File: src/rtl/cpu_pkg.sv
// Shared fetch-stage types: FSM states, next-PC select codes, word/J-format sizes.
// Latency: n/a (declarations only).
// Backpressure: n/a.
package cpu_pkg;

  localparam int WORD_BYTES = 4;
  localparam int J_INDEX_W  = 26;
  localparam int J_PC_HI_W  = 4;

  typedef enum logic [1:0] {
    BOOT  = 2'd0,
    FETCH = 2'd1,
    HALT  = 2'd2
  } fetch_state_e;

  typedef enum logic [1:0] {
    SEL_SEQ    = 2'd0,
    SEL_HOLD   = 2'd1,
    SEL_BRANCH = 2'd2,
    SEL_JUMP   = 2'd3
  } pc_sel_e;

  // A redirect squashes the word fetched in the same cycle.
  function automatic logic is_redirect(input pc_sel_e sel);
    return (sel == SEL_BRANCH) || (sel == SEL_JUMP);
  endfunction

endpackage

File: src/rtl/next_pc_sel.sv
// Next-PC priority mux (jump > branch > stall > PC+4) with alignment and range checks.
// Latency: purely combinational.
// Backpressure: stall selects the current PC; redirects override it.
module next_pc_sel
  import cpu_pkg::*;
#(
  parameter int IMEM_WORDS = 30
) (
  input  logic [31:0]          pc_i,
  input  logic [31:0]          if_id_pc4_i,
  input  logic                 stall_i,
  input  logic                 branch_taken_i,
  input  logic [31:0]          branch_target_i,
  input  logic                 jump_i,
  input  logic [J_INDEX_W-1:0] jump_index_i,
  output logic [31:0]          next_pc_o,
  output logic [31:0]          pc_plus4_o,
  output pc_sel_e              sel_o,
  output logic                 pc_legal_o,
  output logic                 halt_o,
  output logic                 fault_o
);

  localparam logic [31:0] PC_LIMIT = 32'(IMEM_WORDS * WORD_BYTES);

  logic [31:0] jump_pc;

  // Wraps modulo 2^32; a wrapped value is still judged by the range check.
  assign pc_plus4_o = pc_i + 32'(WORD_BYTES);
  assign jump_pc    = {if_id_pc4_i[31:32-J_PC_HI_W], jump_index_i, 2'b00};

  // Priority select of the candidate PC.
  always_comb begin
    sel_o     = SEL_SEQ;
    next_pc_o = pc_plus4_o;
    if (jump_i) begin
      sel_o     = SEL_JUMP;
      next_pc_o = jump_pc;
    end else if (branch_taken_i) begin
      sel_o     = SEL_BRANCH;
      next_pc_o = branch_target_i;
    end else if (stall_i) begin
      sel_o     = SEL_HOLD;
      next_pc_o = pc_i;
    end
  end

  // Misalignment is a fault; running past the end of memory is a clean stop.
  assign fault_o    = (next_pc_o[1:0] != 2'b00);
  assign halt_o     = fault_o || (next_pc_o >= PC_LIMIT);
  assign pc_legal_o = (pc_i[1:0] == 2'b00) && (pc_i < PC_LIMIT);

endmodule

File: src/rtl/instr_fetch_ctrl.sv
// Fetch controller: PC register, IF/ID register and BOOT/FETCH/HALT sequencing.
// Latency: word at PC=A appears on if_id_instr one clock later; redirects cost one bubble.
// Backpressure: stall holds PC and IF/ID unless a redirect arrives in the same cycle.
module instr_fetch_ctrl
  import cpu_pkg::*;
#(
  parameter int          IMEM_WORDS = 30,
  parameter logic [31:0] RESET_PC   = 32'h0000_0000
) (
  input  logic                 clk,
  input  logic                 rst_n,
  input  logic                 stall,
  input  logic                 branch_taken,
  input  logic [31:0]          branch_target,
  input  logic                 jump,
  input  logic [J_INDEX_W-1:0] jump_index,
  output logic [31:0]          imem_addr,
  input  logic [31:0]          imem_instr,
  output logic [31:0]          if_id_instr,
  output logic [31:0]          if_id_pc4,
  output logic                 if_id_valid,
  output logic                 halted,
  output logic                 fault
);

  fetch_state_e state_q;
  logic [31:0]  pc_q;
  logic [31:0]  instr_q;
  logic [31:0]  pc4_q;
  logic         valid_q;
  logic         halted_q;
  logic         fault_q;

  logic [31:0]  pc_d;
  logic [31:0]  pc_plus4;
  pc_sel_e      sel;
  logic         pc_legal;
  logic         halt_req;
  logic         fault_req;

  next_pc_sel #(
    .IMEM_WORDS(IMEM_WORDS)
  ) u_next_pc_sel (
    .pc_i           (pc_q),
    .if_id_pc4_i    (pc4_q),
    .stall_i        (stall),
    .branch_taken_i (branch_taken),
    .branch_target_i(branch_target),
    .jump_i         (jump),
    .jump_index_i   (jump_index),
    .next_pc_o      (pc_d),
    .pc_plus4_o     (pc_plus4),
    .sel_o          (sel),
    .pc_legal_o     (pc_legal),
    .halt_o         (halt_req),
    .fault_o        (fault_req)
  );

  // FSM with PC and IF/ID update; all outputs are registered.
  always_ff @(posedge clk) begin
    if (!rst_n) begin
      state_q  <= BOOT;
      pc_q     <= RESET_PC;
      instr_q  <= '0;
      pc4_q    <= '0;
      valid_q  <= 1'b0;
      halted_q <= 1'b0;
      fault_q  <= 1'b0;
    end else begin
      case (state_q)
        BOOT: begin
          state_q <= FETCH;
        end
        FETCH: begin
          // IF/ID: squash on redirect, hold on stall, else capture this cycle's word.
          if (is_redirect(sel)) begin
            instr_q <= '0;
            valid_q <= 1'b0;
          end else if (sel == SEL_SEQ) begin
            instr_q <= imem_instr;
            pc4_q   <= pc_plus4;
            valid_q <= pc_legal;
          end
          // PC freezes on the same edge that halted rises.
          if (halt_req) begin
            state_q  <= HALT;
            halted_q <= 1'b1;
            fault_q  <= fault_q | fault_req;
          end else begin
            pc_q <= pc_d;
          end
        end
        HALT: begin
          valid_q <= 1'b0;
        end
        default: begin
          state_q <= BOOT;
        end
      endcase
    end
  end

  assign imem_addr   = pc_q;
  assign if_id_instr = instr_q;
  assign if_id_pc4   = pc4_q;
  assign if_id_valid = valid_q;
  assign halted      = halted_q;
  assign fault       = fault_q;

endmodule

File: config.mk
export PLATFORM = sky130hd
export DESIGN_NAME = instr_fetch_ctrl
export DESIGN_NICKNAME = d
export VERILOG_FILES = /design/src/rtl/cpu_pkg.sv /design/src/rtl/next_pc_sel.sv /design/src/rtl/instr_fetch_ctrl.sv
export SDC_FILE = /design/constraint.sdc
export NUM_CORES = 1
export LEC_CHECK = 0
export ABC_CLOCK_PERIOD_IN_PS = 6700
export BUFFER_PORTS_ARGS = -buffer_cell sky130_fd_sc_hd__buf_4
export CORE_MARGIN = 5
export CORE_UTILIZATION = 56
export CTS_BUF_LIST = sky130_fd_sc_hd__clkbuf_4
export CTS_CLUSTER_DIAMETER = 40
export DETAILED_ROUTE_END_ITERATION = 16
export GPL_TIMING_DRIVEN = 0
export PLACE_DENSITY_LB_ADDON = 0.3
export SLEW_MARGIN = 20
export SYNTH_ARGS = -nofsm -noshare
export SYNTH_HDL_FRONTEND = slang
export SYNTH_SLANG_ARGS = --single-unit
export TNS_END_PERCENT = 5
File: constraint.sdc
create_clock -name clk -period 6.7 [get_ports clk]
set_input_delay 0.67 -clock clk [delete_from_list [all_inputs] [get_ports clk]]
set_output_delay 0.67 -clock clk [all_outputs]
set_load 0.01 [all_outputs]
# Word-level counts from Yosys, hierarchy flattened
# Cells that the tools add are included.
[classes] bitwise=4 n_reduce_logical=15 n_eq_ne=6 n_mux=13 order_cmp=2 n_addsub=1
[ops] op="$mux 32" n=5
[ops] op="$add 32x3->32 const B" n=1
[ops] op="$ge 32x7->1 const B" n=1
[ops] op="$lt 32x7->1 const B" n=1
[ops] op="$reduce_and 2->1" n=5
[ops] op="$eq 2x2->1 const B" n=3
[ops] op="$logic_not 2->1" n=3
[ops] op="$mux 2" n=3
[ops] op="$pmux 2 s3" n=1
[ops] op="$reduce_bool 2->1" n=3
[ops] op="$mux 1" n=3
[ops] op="$ne 3x3->1 const B" n=1
[ops] op="$not 1->1" n=3
[ops] op="$reduce_and 3->1" n=1
[ops] op="$eq 2x1->1 const B" n=1
[ops] op="$logic_or 1x1->1" n=2
[ops] op="$ne 2x2->1 const B" n=1
[ops] op="$pmux 1 s2" n=1
[ops] op="$logic_and 1x1->1" n=1
[ops] op="$or 1x1->1" n=1
[totals] ff_bits=101 input_bits=95 out_inout_bits=99 word_cells=48

# Logic depth before layout (Yosys ltp)
[depth] depth_word=8 depth_mapped=12 depth_no_buf=9

# Cells and area by module
# A second synthesis with hierarchy kept.
[hier_totals] cells_unflattened=744 area_unflattened_um2=5836.8
[by_module_without_submodules] mod="instr_fetch_ctrl" cells_per_inst=444 area_per_inst_um2=3886.2 instances=1 seq_area_each_um2=2021.9
[by_module_without_submodules] mod="next_pc_sel" cells_per_inst=300 area_per_inst_um2=1950.6 instances=1 seq_area_each_um2=0.0

# Least setup slack after synthesis
# OpenSTA, ideal clock, no wires.
[synth_path] path_type="reg2reg" start="reg pc_q[3] (netlist: imem_addr[3])" end="reg pc_q[20] (netlist: imem_addr[20])" t_required_ps=6585 path_slack_ps=3379 synth_period_minus_slack_ps=3321 setup_time_ps=115 path_stages_with_launch=11 n_path_buf=1 arrival_ps=3206 cell_sequence="dfxtp_1 > ha_1 > nand3_1 > nor4_2 > mux2i_1 > nand4_1 > o41ai_1 > a32oi_2 > o31a_4 > buf_6 > and2_1"
[synth_between] elab_chain_len=8
[synth_lines] item="start, declared" line_no="instr_fetch_ctrl.sv:27" text="logic [31:0] pc_q;"
[synth_lines] item="start signal, assigned" line_no="instr_fetch_ctrl.sv:90" text="pc_q <= pc_d;"
[synth_lines] item="$add 32x3->32" line_no="next_pc_sel.sv:29" text="assign pc_plus4_o = pc_i + 32'(WORD_BYTES);"
[synth_lines] item="$mux 32 (*)" line_no="next_pc_sel.sv:42" text="end else if (stall_i) begin"
[synth_lines] item="$mux 32 (*)" line_no="next_pc_sel.sv:39" text="end else if (branch_taken_i) begin"
[synth_lines] item="$mux 32 (*)" line_no="next_pc_sel.sv:36" text="if (jump_i) begin"
[synth_lines] item="$ge 32x7->1" line_no="next_pc_sel.sv:50" text="assign halt_o = fault_o || (next_pc_o >= PC_LIMIT);"
[synth_lines] item="$logic_or 1x1->1" line_no="next_pc_sel.sv:50"
[synth_lines] item="$not 1->1 (no line)"
[synth_lines] item="$reduce_and 2->1 (no line)"
# Mark *: on every way between the ends. The rest lies on a longest branch, timed or not.
# A chain may end at the register's enable or synchronous reset.

# Final worst setup path
[layout_path] start="reg pc_q[3] (netlist: imem_addr[3])" end="reg pc_q[12] (netlist: imem_addr[12])"
# Same word-level chain as after synthesis.

==> impl_results.md <==
* Result of the run: completed
* Wirelength, routed at 21200 um
* Worst-margin pin slew at 0.770 ns
* Count of maximum capacitance violations at 0
* Buffers on Ports at 192
* Number of nets produced by synthesis at 742
* Clock slew at reported path FFs at 0.18 ns
* Chip height at around 110 um
* Leading cell types in the layout, fill and taps excluded: 205 x sky130_fd_sc_hd__buf_4, 101 x sky130_fd_sc_hd__dfxtp_1, 60 x sky130_fd_sc_hd__nand2_1
* Critical path, cell by cell: ha_1 -> nand3_1 -> nor4_4 -> mux2i_1 -> nand4_1 -> o41ai_1 -> a32oi_2 -> o31a_4 -> buf_6 -> and2_1
* Share of the synthesized area in the top cell type at 0.362
* Critical Path Sink Type: flop
* Arrival time of the worst setup path at 4.34 ns
* PnR Total Power at 1.16 mW
* Largest delay contributor family on the critical path: simple AND/OR/NAND/NOR gates
* Max H-tree Level at 3
* Clk Latency, worst-skew pair at 0.53 ns
* Synthesized netlist cell count at 646
* Worst vdd ir at 0.200 mV
* Average routed wire per standard cell at 21.4 um
* Multi-input gate area at 3240 um^2
* Pin count of the biggest net entering global routing at 21
* Floorplan die area at ~12000 um^2
* Highest clock rate at about 250 MHz
* Internal power at between 0.8 and 0.9 mW
* Dominant synthesized flop cell: sky130_fd_sc_hd__dfxtp_1
* Clock buffers created by TritonCTS at 9
* Max Slew Vio Count at 0
* Final Hold Vio Count at 0
* Global-route wire length before repair at 30900 um
* Critical Path Max Stage Delay at 0.78 ns
* CORE AREA at 9770 um^2
* Total congestion overflow after global routing at 0
* Synth area leaders: sky130_fd_sc_hd__dfxtp_1 36%, sky130_fd_sc_hd__o211a_1 5.2%, sky130_fd_sc_hd__nor2b_1 4.8%
* Async set-reset flop share out of synthesis at 0
* Post-route clock skew at 0.0220 ns
* CP Data Required Time at ~7 ns
* Max clock buf depth at 2
* Starting Density at 0.572
* Max stage delay cell, worst path: sky130_fd_sc_hd__nor4_4
* Static leakage at approximately 3.2 nW
* Detailed Place HPWL at 16100 um
* Number of failing setup endpoints in the final timing report at 0
* Share of the clock period used by the worst path at 0.585
* Clock power frac at 0.314
* Number of synthesis warnings at 0
* Final Critical Period at 3.92 ns
* Post-DR vias/cell at 6.30
* Unrepaired setup endpoints after global routing: false
* Worst relative slew slack at 0.483
* Layout fillers at roughly 700
* Cell count after placement at 971
* CP startpoint kind: flop
* Register-to-Register Setup Slack at between 2 and 3 ns
* Area added between synthesis and finish at 32.0%
* Via total after detailed routing at 6224
* Seq cells post-synth at 101
* Mean instance size in the synthesized netlist at 8.65 um^2
* Global-route total usage across every layer at 0.339
* Distinct cell type count of the synthesized netlist at 66
* Fraction of power spent switching nets at 0.290
* Switching pwr at roughly 0.34 mW
* Power density over the cells at 157 nW/um^2
* Via count of the first global-routing pass at 5860
* Number of iterations in the first detailed-routing pass at 6
* Reg2reg start: imem_addr[3]$_SDFFE_PN0P_
* Residual DRC count at 0
* Crit path launch: imem_addr[3]$_SDFFE_PN0P_
* Initial antenna violation count at 1
* Hold-fix buffers, CTS at 0
* Most common library cell in the layout ignoring fill and taps: sky130_fd_sc_hd__buf_4
* Chip Width at 110 um
* Final layout net count at 945
* TritonCTS clock tree: built
* Setup bufs post-CTS at 0
* Path type of the worst min-delay path: in2reg
* Number of synthesized flops with an enable pin at 0
* Part of the power in combinational logic at 0.151
* Iteration-0 DRC Markers at 718
* Worst-case hold slack at 0.403 ns
* Post-Layout Inst Area at 7380 um^2
* Clk root buf: sky130_fd_sc_hd__clkbuf_4
* Cell taking the most area after synthesis: sky130_fd_sc_hd__dfxtp_1
* Worst Path Max Fanout at 10
* Routability cong. at 1.05
* Io pins at 194
* Sequential Power Share at 0.535
* Number of sinks driven by the clock tree at 101
* Share of final-layout standard cells stronger than drive strength 1 at 0.310
* Area of placed instances at around 7200 um^2
* Count of antenna-violating nets left after detailed routing at 0
* Cells resized by post-CTS repair at 0
* Storage cell area at around 2000 um^2
* Finished Layout Cells at 988
* Startpoint of the lowest-slack hold path: imem_instr[0]
* Total negative slack for setup checks at 0 ns
* Type of the setup path with the least slack: reg2reg
* Placement row count at 36
* Area of the mapped netlist at 5590 um^2
* Bufs and invs on worst path at 1
* Seq/Total Area, Yosys at 0.362
[routing by layer]
metal	share of wire	wire (um)	GRT usage
met1	0.38	8020	0.418
met2	0.48	10100	0.561
met3	0.10	2210	0.0887
met4	0.037	780	0.137
met5	0	0	0
[state kept, by name, summed over array words and instances (netlist names)]
| signal | cells |
|---|---|
| if_id_instr | 32 |
| if_id_pc4 | 32 |
| imem_addr | 32 |
| state_q | 2 |
| fault | 1 |
| halted | 1 |
| if_id_valid | 1 |
[metrics by stage]
stage	utilization	setup WS, ns
after floorplan	-	3.38
after global placement	0.736	2.62
after detailed placement	0.737	2.84
after CTS	0.754	2.83
after global routing	0.755	2.62
final	0.755	2.78
[worst reg2reg max path, cell delays in order, from the launching register on]
cell and delay, ns:
sky130_fd_sc_hd__dfxtp_1 0.53, sky130_fd_sc_hd__ha_1 0.33, sky130_fd_sc_hd__nand3_1 0.26, sky130_fd_sc_hd__nor4_4 0.78, sky130_fd_sc_hd__mux2i_1 0.31, sky130_fd_sc_hd__nand4_1 0.21, sky130_fd_sc_hd__o41ai_1 0.48, sky130_fd_sc_hd__a32oi_2 0.15
sky130_fd_sc_hd__o31a_4 0.45, sky130_fd_sc_hd__buf_6 0.17, sky130_fd_sc_hd__and2_1 0.16
[power groups by stage]
stage / logic [mW] / clock network [mW] / registers [mW]
6_report: 0.175 / 0.364 / 0.621
2_1_floorplan: 0.0753 / 0 / 0.637
4_1_cts: 0.172 / 0.368 / 0.621
3_5_place_dp: 0.171 / 0 / 0.634
5_1_grt: 0.186 / 0.394 / 0.623
3_3_place_gp: 0.166 / 0 / 0.633
[path summary, 6_finish.rpt]
kind,to,cells after the start
worst min register to register,halted$_SDFFE_PN0P_,2
worst max-delay path,imem_addr[12]$_SDFFE_PN0P_,10
worst min-delay path,if_id_instr[0]$_SDFFE_PN0P_,3
worst max register to register,imem_addr[12]$_SDFFE_PN0P_,10
[cell type report]
type,instances,share of cell area
diodes,1,0.000339
plain buffers,60,0.0412
clock buffers,9,0.00916
clock inverters,7,0.0139
inverters,8,0.00407
multi-input cells,477,0.439
flip-flops and latches,101,0.274
well taps,133,0.0226
repair buffers,192,0.195
[logic make-up after synthesis]
group,after synthesis,synth area share
compound gates,138,0.193
xor+xnor,35,0.0549
fa+ha+maj,1,0.00224
buf+inv,68,0.0598
flops,101,0.362
mux,17,0.0309
simple gates,286,0.297
[cells in the mapped netlist (4+ instances only)]
master / instances
sky130_fd_sc_hd__and4_1: 5
sky130_fd_sc_hd__nand2_1: 60
sky130_fd_sc_hd__nand3b_1: 5
sky130_fd_sc_hd__o211a_1: 29
sky130_fd_sc_hd__or4_1: 6
sky130_fd_sc_hd__nor4_1: 23
sky130_fd_sc_hd__and2_1: 16
sky130_fd_sc_hd__clkbuf_1: 29
sky130_fd_sc_hd__xnor2_1: 20
sky130_fd_sc_hd__nand4b_1: 4
sky130_fd_sc_hd__buf_4: 13
sky130_fd_sc_hd__nand3_1: 15
sky130_fd_sc_hd__and2_4: 10
sky130_fd_sc_hd__mux2i_1: 15
sky130_fd_sc_hd__a21oi_1: 11
sky130_fd_sc_hd__o211ai_1: 6
sky130_fd_sc_hd__xor2_1: 15
sky130_fd_sc_hd__nor3_1: 19
sky130_fd_sc_hd__nand4_1: 19
sky130_fd_sc_hd__nand2b_1: 8
sky130_fd_sc_hd__a311oi_1: 4
sky130_fd_sc_hd__and2_2: 6
sky130_fd_sc_hd__inv_1: 7
sky130_fd_sc_hd__o21ai_0: 15
sky130_fd_sc_hd__nor2_1: 26
sky130_fd_sc_hd__a31oi_1: 6
sky130_fd_sc_hd__dfxtp_1: 101
sky130_fd_sc_hd__nor2b_1: 43
sky130_fd_sc_hd__buf_2: 12
sky130_fd_sc_hd__buf_1: 4
sky130_fd_sc_hd__a22oi_1: 34
No activity file was read; power rests on OpenSTA's default activity.
